`src/rtl/ov5640_pkg.sv`:
```
// Shared definitions for the OV5640 pixel packer: pixel/word widths,
// FIFO entry layout and the frame FSM state type.
package ov5640_pkg;

  localparam int PIX_W        = 16;
  localparam int WORD_W       = 64;
  localparam int PIX_PER_WORD = 4;

  // FIFO entry layout: packed word in the low bits, frame flags above it
  localparam int FLAG_SOF = WORD_W;
  localparam int FLAG_EOL = WORD_W + 1;
  localparam int FLAG_EOF = WORD_W + 2;
  localparam int ENTRY_W  = WORD_W + 3;

  typedef enum logic [1:0] {
    ST_WAIT_VS = 2'd0,
    ST_ACTIVE  = 2'd1,
    ST_DONE    = 2'd2
  } state_e;

endpackage

```
`src/rtl/ov5640_pixel_packer_if.sv`:
```
// Valid/ready word stream from the pixel packer to the frame-buffer writer.
interface ov5640_pixel_packer_if;
  import ov5640_pkg::*;

  logic [WORD_W-1:0] m_data;
  logic              m_sof;
  logic              m_eol;
  logic              m_eof;
  logic              m_valid;
  logic              m_ready;

  modport master (
    output m_data, m_sof, m_eol, m_eof, m_valid,
    input  m_ready
  );

  modport slave (
    input  m_data, m_sof, m_eol, m_eof, m_valid,
    output m_ready
  );

endinterface

```
`src/rtl/ov5640_word_fifo.sv`:
```
// Synchronous show-ahead FIFO. The head entry is always presented on rd_data;
// an empty FIFO presents zero. A write while full is accepted only when a
// pop happens on the same edge.
module ov5640_word_fifo #(
  parameter int WIDTH = 67,
  parameter int DEPTH = 8
) (
  input  logic             clk,
  input  logic             rst,
  input  logic             wr_en,
  input  logic [WIDTH-1:0] wr_data,
  input  logic             rd_en,
  output logic [WIDTH-1:0] rd_data,
  output logic             full,
  output logic             empty
);

  localparam int AW = (DEPTH > 1) ? $clog2(DEPTH) : 1;

  logic [AW:0]      wr_ptr_q, wr_ptr_d;
  logic [AW:0]      rd_ptr_q, rd_ptr_d;
  logic [WIDTH-1:0] mem_q [DEPTH];
  logic             do_push;
  logic             do_pop;

  // Status, head presentation and pointer advance for this cycle
  always_comb begin
    empty    = (wr_ptr_q == rd_ptr_q);
    full     = (wr_ptr_q[AW] != rd_ptr_q[AW]) &&
               (wr_ptr_q[AW-1:0] == rd_ptr_q[AW-1:0]);
    do_pop   = rd_en && !empty;
    do_push  = wr_en && (!full || do_pop);
    rd_data  = empty ? '0 : mem_q[rd_ptr_q[AW-1:0]];
    wr_ptr_d = do_push ? wr_ptr_q + (AW+1)'(1) : wr_ptr_q;
    rd_ptr_d = do_pop  ? rd_ptr_q + (AW+1)'(1) : rd_ptr_q;
  end

  // Pointer registers; reset empties the FIFO
  always_ff @(posedge clk or posedge rst) begin
    if (rst) begin
      wr_ptr_q <= '0;
      rd_ptr_q <= '0;
    end else begin
      wr_ptr_q <= wr_ptr_d;
      rd_ptr_q <= rd_ptr_d;
    end
  end

  // Storage array; contents are only visible through a valid head pointer
  always_ff @(posedge clk) begin
    if (do_push) begin
      mem_q[wr_ptr_q[AW-1:0]] <= wr_data;
    end
  end

endmodule

```
`src/rtl/ov5640_pixel_packer.sv`:
```
// Packs four RGB565 pixels into a 64-bit word, tags it with frame position
// flags from the programmed geometry and queues it for the frame-buffer
// writer. The camera cannot be stalled, so a full FIFO drops words.
module ov5640_pixel_packer
  import ov5640_pkg::*;
#(
  parameter int H_PIXELS   = 1024,
  parameter int V_LINES    = 768,
  parameter int FIFO_DEPTH = 8
) (
  input  logic                  ov5640_pclk,
  input  logic                  sys_rst,
  input  logic                  ov5640_vsync,
  input  logic                  ov5640_wr_en,
  input  logic [PIX_W-1:0]      ov5640_data_out,
  ov5640_pixel_packer_if.master m_if,
  output logic                  overflow,
  output logic                  frame_err
);

  localparam int WPL = H_PIXELS / PIX_PER_WORD;
  localparam int XW  = (WPL > 1) ? $clog2(WPL) : 1;
  localparam int YW  = (V_LINES > 1) ? $clog2(V_LINES) : 1;
  localparam logic [XW-1:0] X_LAST = XW'(WPL - 1);
  localparam logic [YW-1:0] Y_LAST = YW'(V_LINES - 1);

  state_e                    state_q, state_d;
  logic                      vsync_q;
  logic                      vs_rise;
  logic [1:0]                pix_cnt_q, pix_cnt_d;
  logic [XW-1:0]             x_cnt_q, x_cnt_d;
  logic [YW-1:0]             y_cnt_q, y_cnt_d;
  logic [2:0][PIX_W-1:0]     hold_q, hold_d;
  logic                      got_pix_q, got_pix_d;
  logic                      overflow_q, overflow_d;
  logic                      frame_err_q, frame_err_d;
  logic                      word_wr;
  logic [ENTRY_W-1:0]        entry;
  logic [ENTRY_W-1:0]        head;
  logic                      fifo_full;
  logic                      fifo_empty;

  assign vs_rise = ov5640_vsync & ~vsync_q;

  // Next-state logic: frame FSM, pixel/word/line counters, packing and sticky errors
  always_comb begin
    state_d     = state_q;
    pix_cnt_d   = pix_cnt_q;
    x_cnt_d     = x_cnt_q;
    y_cnt_d     = y_cnt_q;
    hold_d      = hold_q;
    got_pix_d   = got_pix_q;
    frame_err_d = frame_err_q;
    word_wr     = 1'b0;
    entry                = '0;
    entry[WORD_W-1:0]    = {ov5640_data_out, hold_q[2], hold_q[1], hold_q[0]};
    entry[FLAG_SOF]      = (x_cnt_q == '0) && (y_cnt_q == '0);
    entry[FLAG_EOL]      = (x_cnt_q == X_LAST);
    entry[FLAG_EOF]      = (x_cnt_q == X_LAST) && (y_cnt_q == Y_LAST);

    if (vs_rise) begin
      // A new frame always restarts geometry and throws away a partial word
      pix_cnt_d = '0;
      x_cnt_d   = '0;
      y_cnt_d   = '0;
      got_pix_d = 1'b0;
      if (state_q == ST_ACTIVE && got_pix_q) begin
        frame_err_d = 1'b1;
      end
      state_d = ST_ACTIVE;
    end else if (ov5640_wr_en) begin
      case (state_q)
        ST_ACTIVE: begin
          got_pix_d = 1'b1;
          if (pix_cnt_q == 2'd3) begin
            word_wr   = 1'b1;
            pix_cnt_d = '0;
            if (x_cnt_q == X_LAST) begin
              x_cnt_d = '0;
              if (y_cnt_q == Y_LAST) begin
                y_cnt_d = '0;
                state_d = ST_DONE;
              end else begin
                y_cnt_d = y_cnt_q + YW'(1);
              end
            end else begin
              x_cnt_d = x_cnt_q + XW'(1);
            end
          end else begin
            case (pix_cnt_q)
              2'd0:    hold_d[0] = ov5640_data_out;
              2'd1:    hold_d[1] = ov5640_data_out;
              default: hold_d[2] = ov5640_data_out;
            endcase
            pix_cnt_d = pix_cnt_q + 2'd1;
          end
        end
        ST_DONE: begin
          frame_err_d = 1'b1;
        end
        default: begin
        end
      endcase
    end

    overflow_d = overflow_q | (word_wr & fifo_full & ~m_if.m_ready);
  end

  // State, counters, holding registers and sticky flags
  always_ff @(posedge ov5640_pclk or posedge sys_rst) begin
    if (sys_rst) begin
      state_q     <= ST_WAIT_VS;
      vsync_q     <= 1'b0;
      pix_cnt_q   <= '0;
      x_cnt_q     <= '0;
      y_cnt_q     <= '0;
      hold_q      <= '0;
      got_pix_q   <= 1'b0;
      overflow_q  <= 1'b0;
      frame_err_q <= 1'b0;
    end else begin
      state_q     <= state_d;
      vsync_q     <= ov5640_vsync;
      pix_cnt_q   <= pix_cnt_d;
      x_cnt_q     <= x_cnt_d;
      y_cnt_q     <= y_cnt_d;
      hold_q      <= hold_d;
      got_pix_q   <= got_pix_d;
      overflow_q  <= overflow_d;
      frame_err_q <= frame_err_d;
    end
  end

  ov5640_word_fifo #(
    .WIDTH (ENTRY_W),
    .DEPTH (FIFO_DEPTH)
  ) u_fifo (
    .clk     (ov5640_pclk),
    .rst     (sys_rst),
    .wr_en   (word_wr),
    .wr_data (entry),
    .rd_en   (m_if.m_ready),
    .rd_data (head),
    .full    (fifo_full),
    .empty   (fifo_empty)
  );

  // Head of the FIFO drives the stream port directly
  always_comb begin
    m_if.m_data  = head[WORD_W-1:0];
    m_if.m_sof   = head[FLAG_SOF];
    m_if.m_eol   = head[FLAG_EOL];
    m_if.m_eof   = head[FLAG_EOF];
    m_if.m_valid = ~fifo_empty;
  end

  assign overflow  = overflow_q;
  assign frame_err = frame_err_q;

endmodule

```
`src/flat_wrapper.sv`:
```
// flat-port wrapper written by rule: the top's interface ports become plain ports
module ov5640_pixel_packer_flat import ov5640_pkg::*;
#(
  parameter int H_PIXELS   = 1024,
  parameter int V_LINES    = 768,
  parameter int FIFO_DEPTH = 8
)
  (ov5640_pclk, sys_rst, ov5640_vsync, ov5640_wr_en, ov5640_data_out, overflow, frame_err, m_if_m_data, m_if_m_sof, m_if_m_eol, m_if_m_eof, m_if_m_valid, m_if_m_ready);
  ov5640_pixel_packer_if m_if_i ();
  input  logic ov5640_pclk;
  input  logic sys_rst;
  input  logic ov5640_vsync;
  input  logic ov5640_wr_en;
  input  logic [PIX_W-1:0] ov5640_data_out;
  output logic overflow;
  output logic frame_err;
  output wire logic [$bits(m_if_i.m_data)-1:0] m_if_m_data;
  output wire logic [$bits(m_if_i.m_sof)-1:0] m_if_m_sof;
  output wire logic [$bits(m_if_i.m_eol)-1:0] m_if_m_eol;
  output wire logic [$bits(m_if_i.m_eof)-1:0] m_if_m_eof;
  output wire logic [$bits(m_if_i.m_valid)-1:0] m_if_m_valid;
  input wire logic [$bits(m_if_i.m_ready)-1:0] m_if_m_ready;
  assign m_if_m_data = m_if_i.m_data;
  assign m_if_m_sof = m_if_i.m_sof;
  assign m_if_m_eol = m_if_i.m_eol;
  assign m_if_m_eof = m_if_i.m_eof;
  assign m_if_m_valid = m_if_i.m_valid;
  assign m_if_i.m_ready = m_if_m_ready;
  ov5640_pixel_packer #(.H_PIXELS(H_PIXELS), .V_LINES(V_LINES), .FIFO_DEPTH(FIFO_DEPTH)) u_core (.ov5640_pclk(ov5640_pclk), .sys_rst(sys_rst), .ov5640_vsync(ov5640_vsync), .ov5640_wr_en(ov5640_wr_en), .ov5640_data_out(ov5640_data_out), .m_if(m_if_i), .overflow(overflow), .frame_err(frame_err));
endmodule
```
`config.mk`:
```
export PLATFORM = sky130hd
export DESIGN_NAME = ov5640_pixel_packer_flat
export DESIGN_NICKNAME = d
export VERILOG_FILES = /design/src/rtl/ov5640_pkg.sv /design/src/rtl/ov5640_pixel_packer_if.sv /design/src/rtl/ov5640_word_fifo.sv /design/src/rtl/ov5640_pixel_packer.sv /design/src/flat_wrapper.sv
export SDC_FILE = /design/constraint.sdc
export NUM_CORES = 1
export LEC_CHECK = 0
export CORE_ASPECT_RATIO = 0.8
export CORE_MARGIN = 4
export CORE_UTILIZATION = 30
export DETAILED_ROUTE_END_ITERATION = 12
export REMOVE_ABC_BUFFERS = 1
export SLEW_MARGIN = 40
export SYNTH_ARGS = -nofsm -noshare
export SYNTH_HDL_FRONTEND = slang
export SYNTH_HIERARCHICAL = 1
export SYNTH_SLANG_ARGS = --single-unit
```
`constraint.sdc`:
```
create_clock -name ov5640_pclk -period 12.2 [get_ports ov5640_pclk]
set_input_delay 1.83 -clock ov5640_pclk [delete_from_list [all_inputs] [get_ports ov5640_pclk]]
set_output_delay 1.83 -clock ov5640_pclk [all_outputs]
set_load 0.005 [all_outputs]
```
==> results of run 1 <==
==> registers in the layout, summed over array words and instances (netlist names) <==
name / count
u_core/frame_err: 1
u_core/vsync_q: 1
u_core/u_fifo/rd_ptr_q: 4
u_core/u_fifo/mem_q: 536
u_core/overflow: 1
u_core/entry: 48
u_core/pix_cnt_q: 2
u_core/got_pix_q: 1
u_core/y_cnt_q: 10
u_core/state_q: 2
u_core/x_cnt_q: 8
u_core/u_fifo/wr_ptr_q: 4
==> placed cells by master, fill, tap and decap left out, types with 5 or more instances in the layout <==
cell             count
buf_4               17
nor2_1              82
clkbuf_16           59
buf_6                5
clkbuf_1             9
xnor2_1              9
clkdlybuf4s50_1     90
nand2_1             18
edfxtp_1           536
clkinv_1            10
mux4_2             134
inv_1               14
clkinv_2             8
nand3_1              6
mux2_2              49
bufinv_16            6
ha_1                10
a21oi_1             14
nand4_1              5
clkbuf_8            10
dfrtp_1             79
buf_12               6
mux2i_1             68
or3_1                7
o21ai_0             10
==> cell usage after synthesis (3+ instances only) <==
cell type / number
mux2i_1: 68
inv_1: 15
o21ai_0: 10
mux2_2: 49
and4_1: 3
buf_2: 26
dfrtp_1: 82
nand4_1: 5
buf_1: 4
nand3_1: 6
clkbuf_1: 16
mux4_2: 134
nand2_1: 20
nor2_1: 83
edfxtp_1: 536
a21oi_1: 14
xor2_1: 3
ha_1: 10
or3_1: 7
buf_4: 4
nor4b_1: 3
buf_6: 7
nor4_1: 7
o31ai_1: 5
xnor2_1: 9
or4_1: 3
nor3_1: 8
==> critical path: cells and delay by family, from the launching register on <==
family / cells / cell delay, ns
buffers and inverters: 3 / 1.37
and+or+nand+nor: 1 / 0.07
DFF: 1 / 0.77
muxes: 2 / 0.85
==> layout make-up <==
cell class	count	area, sq um
fill	7277	50800
sequential	618	18200
multi-input combinational	477	5650
clock buffer	77	1630
tap	1034	1290
timing repair buffer	120	1250
clock inverter	32	360
inverter	15	58.8
antenna	1	2.50
==> power groups by stage <==
stage	sequential, mW	combinational [mW]	clock [mW]
detailed placement	2.97	1.87	0
floorplan	3.00	1.06	0
global route	2.95	2.00	1.99
global placement	2.97	1.80	0
CTS	2.93	1.88	1.90
finish	2.90	1.84	1.85
==> logic make-up after synthesis <==
group	synth area share, %
DFF	75.3
muxes	17.7
buffers and inverters	1.56
AOI/OAI and AO/OA	1.10
xor gates and xnor gates	0.504
adders and majority gates	0.519
and+or+nand+nor	3.28
==> worst min-delay path by stage <==
stage | startpoint | to | slack [ns] | cells after the start
2_1_floorplan | u_core/frame_err | u_core/frame_err | 0.47 | 2
3_3_place_gp | u_core/frame_err | u_core/frame_err | 0.46 | 2
3_5_place_dp | u_core/overflow | u_core/overflow | 0.47 | 1
4_1_cts | u_core/overflow | u_core/overflow | 0.50 | 1
5_1_grt | u_core/overflow | u_core/overflow | 0.52 | 1
6_report | u_core/overflow | u_core/overflow | 0.49 | 1
==> through the flow <==
stage          area, sq um  TNS (ns)  utilization [%]  hold WS, ns
2_1_floorplan        23800   -242.98                -        0.465
5_1_grt              28400         0             35.9        0.523
3_3_place_gp         26200         0             33.1        0.465
6_report             28400         0             35.9        0.486
4_1_cts              28300         0             35.8        0.503
3_5_place_dp         26300         0             33.3        0.475
==> per-layer routing <==
| layer | vias to the layer above | track usage, % | share of wire (%) |
|---|---|---|---|
| met1 | 6135 | 16.8 | 45 |
| met4 | 2 | 3.02 | 1.8 |
| met3 | 79 | 2.37 | 5.3 |
| met5 | - | 0 | 0.025 |
| met2 | 268 | 19.9 | 48 |
| li1 | 4981 | - | - |
==> flow_summary_export.csv, run 1 <==
group,metric,value,unit
outcome,outcome,"completed",
yosys,avgSynthCellArea,20.6,sq um
critical_path,rr_worst_depth,8,
clock_tree,cts_buffers,59,
clock_tree,cts.sinks,618,
critical_path,cp-startpoint,"u_core/u_fifo/rd_ptr_q[0]",
timing,finalWorstSetupSlack,6.62,ns
placed_design,port_buffers,90,
yosys,synth-seq-area-share,75.3,%
worst_hold_path,hold_class,"reg2reg",
critical_path,cp-start-kind,"register",
final_layout,syn_to_final_growth,17.9,%
timing,setup_viol,0,
timing,drv_slew,0,
global_route,grt_usage,12.1,%
yosys,netlist.area_leader.share,66.8,%
clock_tree,cts.path.max_buffers,3,
route,antenna_left,0,
route,avgViaCountPerCell,4.83,
critical_path,max_stage_delay,0.77,ns
clock_tree,clk_pin_slew_worst_paths,0.06,ns
global_route,grt_pass1_vias,12000,
power,power_frac_seq,44.0,%
timing,clock_skew,0.0231,ns
critical_path,cp_slowest_cell,"dfrtp_4",
timing,relSlewSlack,45.2,%
floorplan,io_pins,91,
global_route,grt_overflow,0,
floorplan,rows,92,
critical_path,crit_arrival,3.75,ns
job,cap_violations,0,
floorplan,die_x,325,um
power,p_sw,1.88,mW
power,power.share.clock,28.1,%
critical_path,worstPathRequired,10.37,ns
global_route,grt_antenna_before_repair,2,
critical_path,timing.rr.end,"u_core/u_fifo/mem_q[7][58]",
route,drc,0,
yosys,synth.top_cells.by_area,"edfxtp_1, mux4_2, dfrtp_1, mux2i_1, mux2_2",
power,power,6.59,mW
timing,min_period,5.58,ns
clock_tree,htreeDepth,2,
placed_design,place_congestion,0.708,
clock_tree,clk_latency,0.63,ns
global_route,grt_first_pass_wirelength,78.1,mm
yosys,ys_types,53,
floorplan,core_area,0.0792,sq mm
route,drtPass1Iterations,5,
final_layout,nets,1322,
yosys,ys.flop_type,"edfxtp_1",
power,ir_drop,0.000115,V
yosys,netlist_area,0.0241,sq mm
yosys,synth_warnings,6,
power,p_leak,9.37,nW
timing,hold_viol,0,
clock_tree,cts_root_buffer,"clkbuf_16",
critical_path,cp_max_fo,50,
floorplan,start_util,30.4,%
critical_path,critPathCapture,"m_if_m_data[16]",
global_route,grt_max_degree,60,
clock_tree,cts_setup_buffers,0,
final_layout,drive_gt1_share,24.9,%
route,wl,52.0,mm
yosys,synth_edf_count,536,
timing,fmax,0.179,GHz
critical_path,path_cells,"buf_12 > clkbuf_8 > mux4_2 > mux2i_1 > nor2_1 > clkdlybuf4s50_1",
power,internal-power,4.71,mW
placed_design,dp.cells,2262,
floorplan,die_area,0.0849,sq mm
power,power.density,232,mW/mm^2
clock_tree,cts_tree,"done",
timing,rsz0062_at_grt,"false",
timing,worst_slew_pin_slew,0.822,ns
critical_path,r2r_setup_slack,8.50,ns
clock_tree,ctsHoldBuffers,0,
yosys,async_reset_ff_share,13.3,%
timing,timing.final.crit_share,45.7,%
placed_design,dp_hpwl,27.7,mm
critical_path,worstSetupPathType,"reg2out",
yosys,ys_seq_elements,618,
yosys,synth_top_area_cell,"edfxtp_1",
yosys,synth_cells,1168,
final_layout,final_cells,2374,
placed_design,dp_worst_setup_slack,6.57,ns
critical_path,endpoint_kind,"output pin",
route,drt_iter0_markers,840,
power,p_sw_share,28.5,%
floorplan,fp.dieH,261,um
power,combPwrFrac,27.9,%
route,num_vias,11500,
critical_path,r2r_start,"u_core/pix_cnt_q[0]",
route,wl_per_cell,21.9,um
clock_tree,ctsResizeCount,0,
(Power assumes the default switching activity.)
==> run 2, diff against run 1 <==
==> constraint.sdc (replaced) <==
create_clock -name ov5640_pclk -period 4.8 [get_ports ov5640_pclk]
set_input_delay 0.72 -clock ov5640_pclk [delete_from_list [all_inputs] [get_ports ov5640_pclk]]
set_output_delay 0.72 -clock ov5640_pclk [all_outputs]
set_load 0.005 [all_outputs]
==> flow_summary_export.csv, run 2 (same netlist as run 1, synthesis figures left out) <==
group,metric,value,unit
route,antenna_left,0,
placed_design,dp_hpwl,28.1,mm
route,drc,0,
critical_path,cp.depth,5,
critical_path,cp_max_fo,105,
route,num_vias,11200,
timing,rsz0062_at_grt,"false",
final_layout,multi_input_area,0.00564,sq mm
critical_path,worstSetupPathType,"reg2out",
global_route,grt_usage,11.7,%
clock_tree,ctsResizeCount,0,
floorplan,fp.dieH,261,um
timing,min_period,4.21,ns
clock_tree,cts.path.max_buffers,3,
route,wl_per_cell,21.1,um
clock_tree,cts_tree,"done",
final_layout,n_antenna_cell,0,
global_route,grt_pass1_vias,12000,
placed_design,dp_worst_setup_slack,0.924,ns
critical_path,r2r_start,"u_core/pix_cnt_q[0]",
global_route,grt_first_pass_wirelength,76.7,mm
floorplan,die_area,0.0849,sq mm
timing,relSlewSlack,44.8,%
worst_hold_path,hold_class,"reg2reg",
clock_tree,clk_latency,0.61,ns
floorplan,die_x,325,um
critical_path,timing.rr.end,"u_core/u_fifo/mem_q[5][28]",
floorplan,io_pins,91,
placed_design,place_congestion,0.715,
timing,hold_viol,0,
critical_path,cp-startpoint,"u_core/u_fifo/rd_ptr_q[1]",
timing,timing.final.crit_share,87.7,%
final_layout,seqCellArea,0.0182,sq mm
final_layout,fill_cells,7297,
power,power,16.6,mW
critical_path,path_cells,"buf_12 > mux4_2 > mux2i_1 > nor2_1 > clkdlybuf4s50_1",
final_layout,drive_gt1_share,24.6,%
timing,fmax,0.238,GHz
floorplan,rows,92,
timing,worst_slew_pin_slew,0.828,ns
critical_path,crit_arrival,3.49,ns
global_route,grt_overflow,0,
route,avgViaCountPerCell,4.73,
critical_path,r2r_setup_slack,1.55,ns
clock_tree,cts_root_buffer,"clkbuf_16",
route,drtPass1Iterations,5,
floorplan,start_util,30.4,%
critical_path,critPathCapture,"m_if_m_data[23]",
job,cap_violations,0,
clock_tree,htreeDepth,2,
power,p_leak,9.33,nW
clock_tree,cts.sinks,618,
global_route,grt_antenna_before_repair,0,
critical_path,critPathBufInv,2,
final_layout,nets,1319,
critical_path,endpoint_kind,"output pin",
timing,setup_viol,0,
route,wl,50.0,mm
timing,drv_slew,0,
final_layout,largest_reg_flops,536,
clock_tree,ctsHoldBuffers,0,
critical_path,cp_top_family,"buffers and inverters",
critical_path,cp-start-kind,"register",
timing,setup_tns,0,ns
critical_path,worstPathRequired,4.08,ns
final_layout,layout_commonest_cell,"edfxtp_1",
power,power.density,585,mW/mm^2
final_layout,syn_to_final_growth,17.6,%
clock_tree,clk_pin_slew_worst_paths,0.07,ns
critical_path,cp_slowest_cell,"dfrtp_4",
clock_tree,cts_setup_buffers,0,
final_layout,most-common-layout-cells,"edfxtp_1, mux4_2, clkdlybuf4s50_1",
power,ir_drop,0.000345,V
timing,finalWorstSetupSlack,0.592,ns
floorplan,core_area,0.0792,sq mm
critical_path,max_stage_delay,0.77,ns
clock_tree,cts_buffers,57,
outcome,outcome,"completed",
global_route,grt_max_degree,106,
route,drt_iter0_markers,818,
timing,clock_skew,0.0265,ns
placed_design,port_buffers,90,
critical_path,rr_worst_depth,6,
final_layout,post-route-util,35.8,%
run 2: cell count changes in the layout (fill, tap and decap cells not counted), moves of 3 or more:
cell and delta:
clkbuf_1 +8, clkbuf_8 +6, bufinv_16 -3, clkinv_1 -6
buf_6 -5, clkinvlp_4 -3, buf_12 +3
run 2: cell type report:
type | instances | share of cell area [%]
sequential | 618 | 64.1
inverter | 15 | 0.216
timing repair buffer | 119 | 4.42
multi-input combinational | 477 | 19.9
clock inverter | 18 | 0.755
clock buffer | 90 | 6.04
tap | 1034 | 4.57
run 2: routing by layer:
layer / vias up / GRT usage [%] / share of wire, %
met3: 61 / 2.15 / 4.1
met4: 0 / 2.49 / 1.5
met5: - / 0 / 0
met2: 195 / 19.3 / 48
li1: 4977 / - / -
met1: 5991 / 16.5 / 46
run 2: power by group:
group          switching [mW]  internal (mW)
Clock                    1.93           2.62
Combinational            2.14           2.59
Sequential              0.637           6.67
Total                    4.71           11.9
run 2: how the worst min path moves through the flow:
stage                          start          endpoint  slack [ns]  cells after the start
finish               u_core/overflow   u_core/overflow        0.49                      1
global route         u_core/overflow   u_core/overflow        0.51                      1
CTS                  u_core/overflow   u_core/overflow        0.49                      1
detailed placement   u_core/overflow   u_core/overflow        0.48                      1
global placement     u_core/overflow   u_core/overflow        0.46                      1
floorplan           u_core/frame_err  u_core/frame_err        0.47                      2
run 2: through the flow:
| step | std cells | cell area [sq um] | hold slack, ns |
|---|---|---|---|
| 3_5_place_dp | 2263 | 26400 | 0.478 |
| 6_report | 2371 | 28300 | 0.485 |
| 4_1_cts | 2371 | 28300 | 0.489 |
| 2_1_floorplan | 1110 | 23800 | 0.465 |
| 3_3_place_gp | 2260 | 26300 | 0.459 |
| 5_1_grt | 2371 | 28300 | 0.513 |
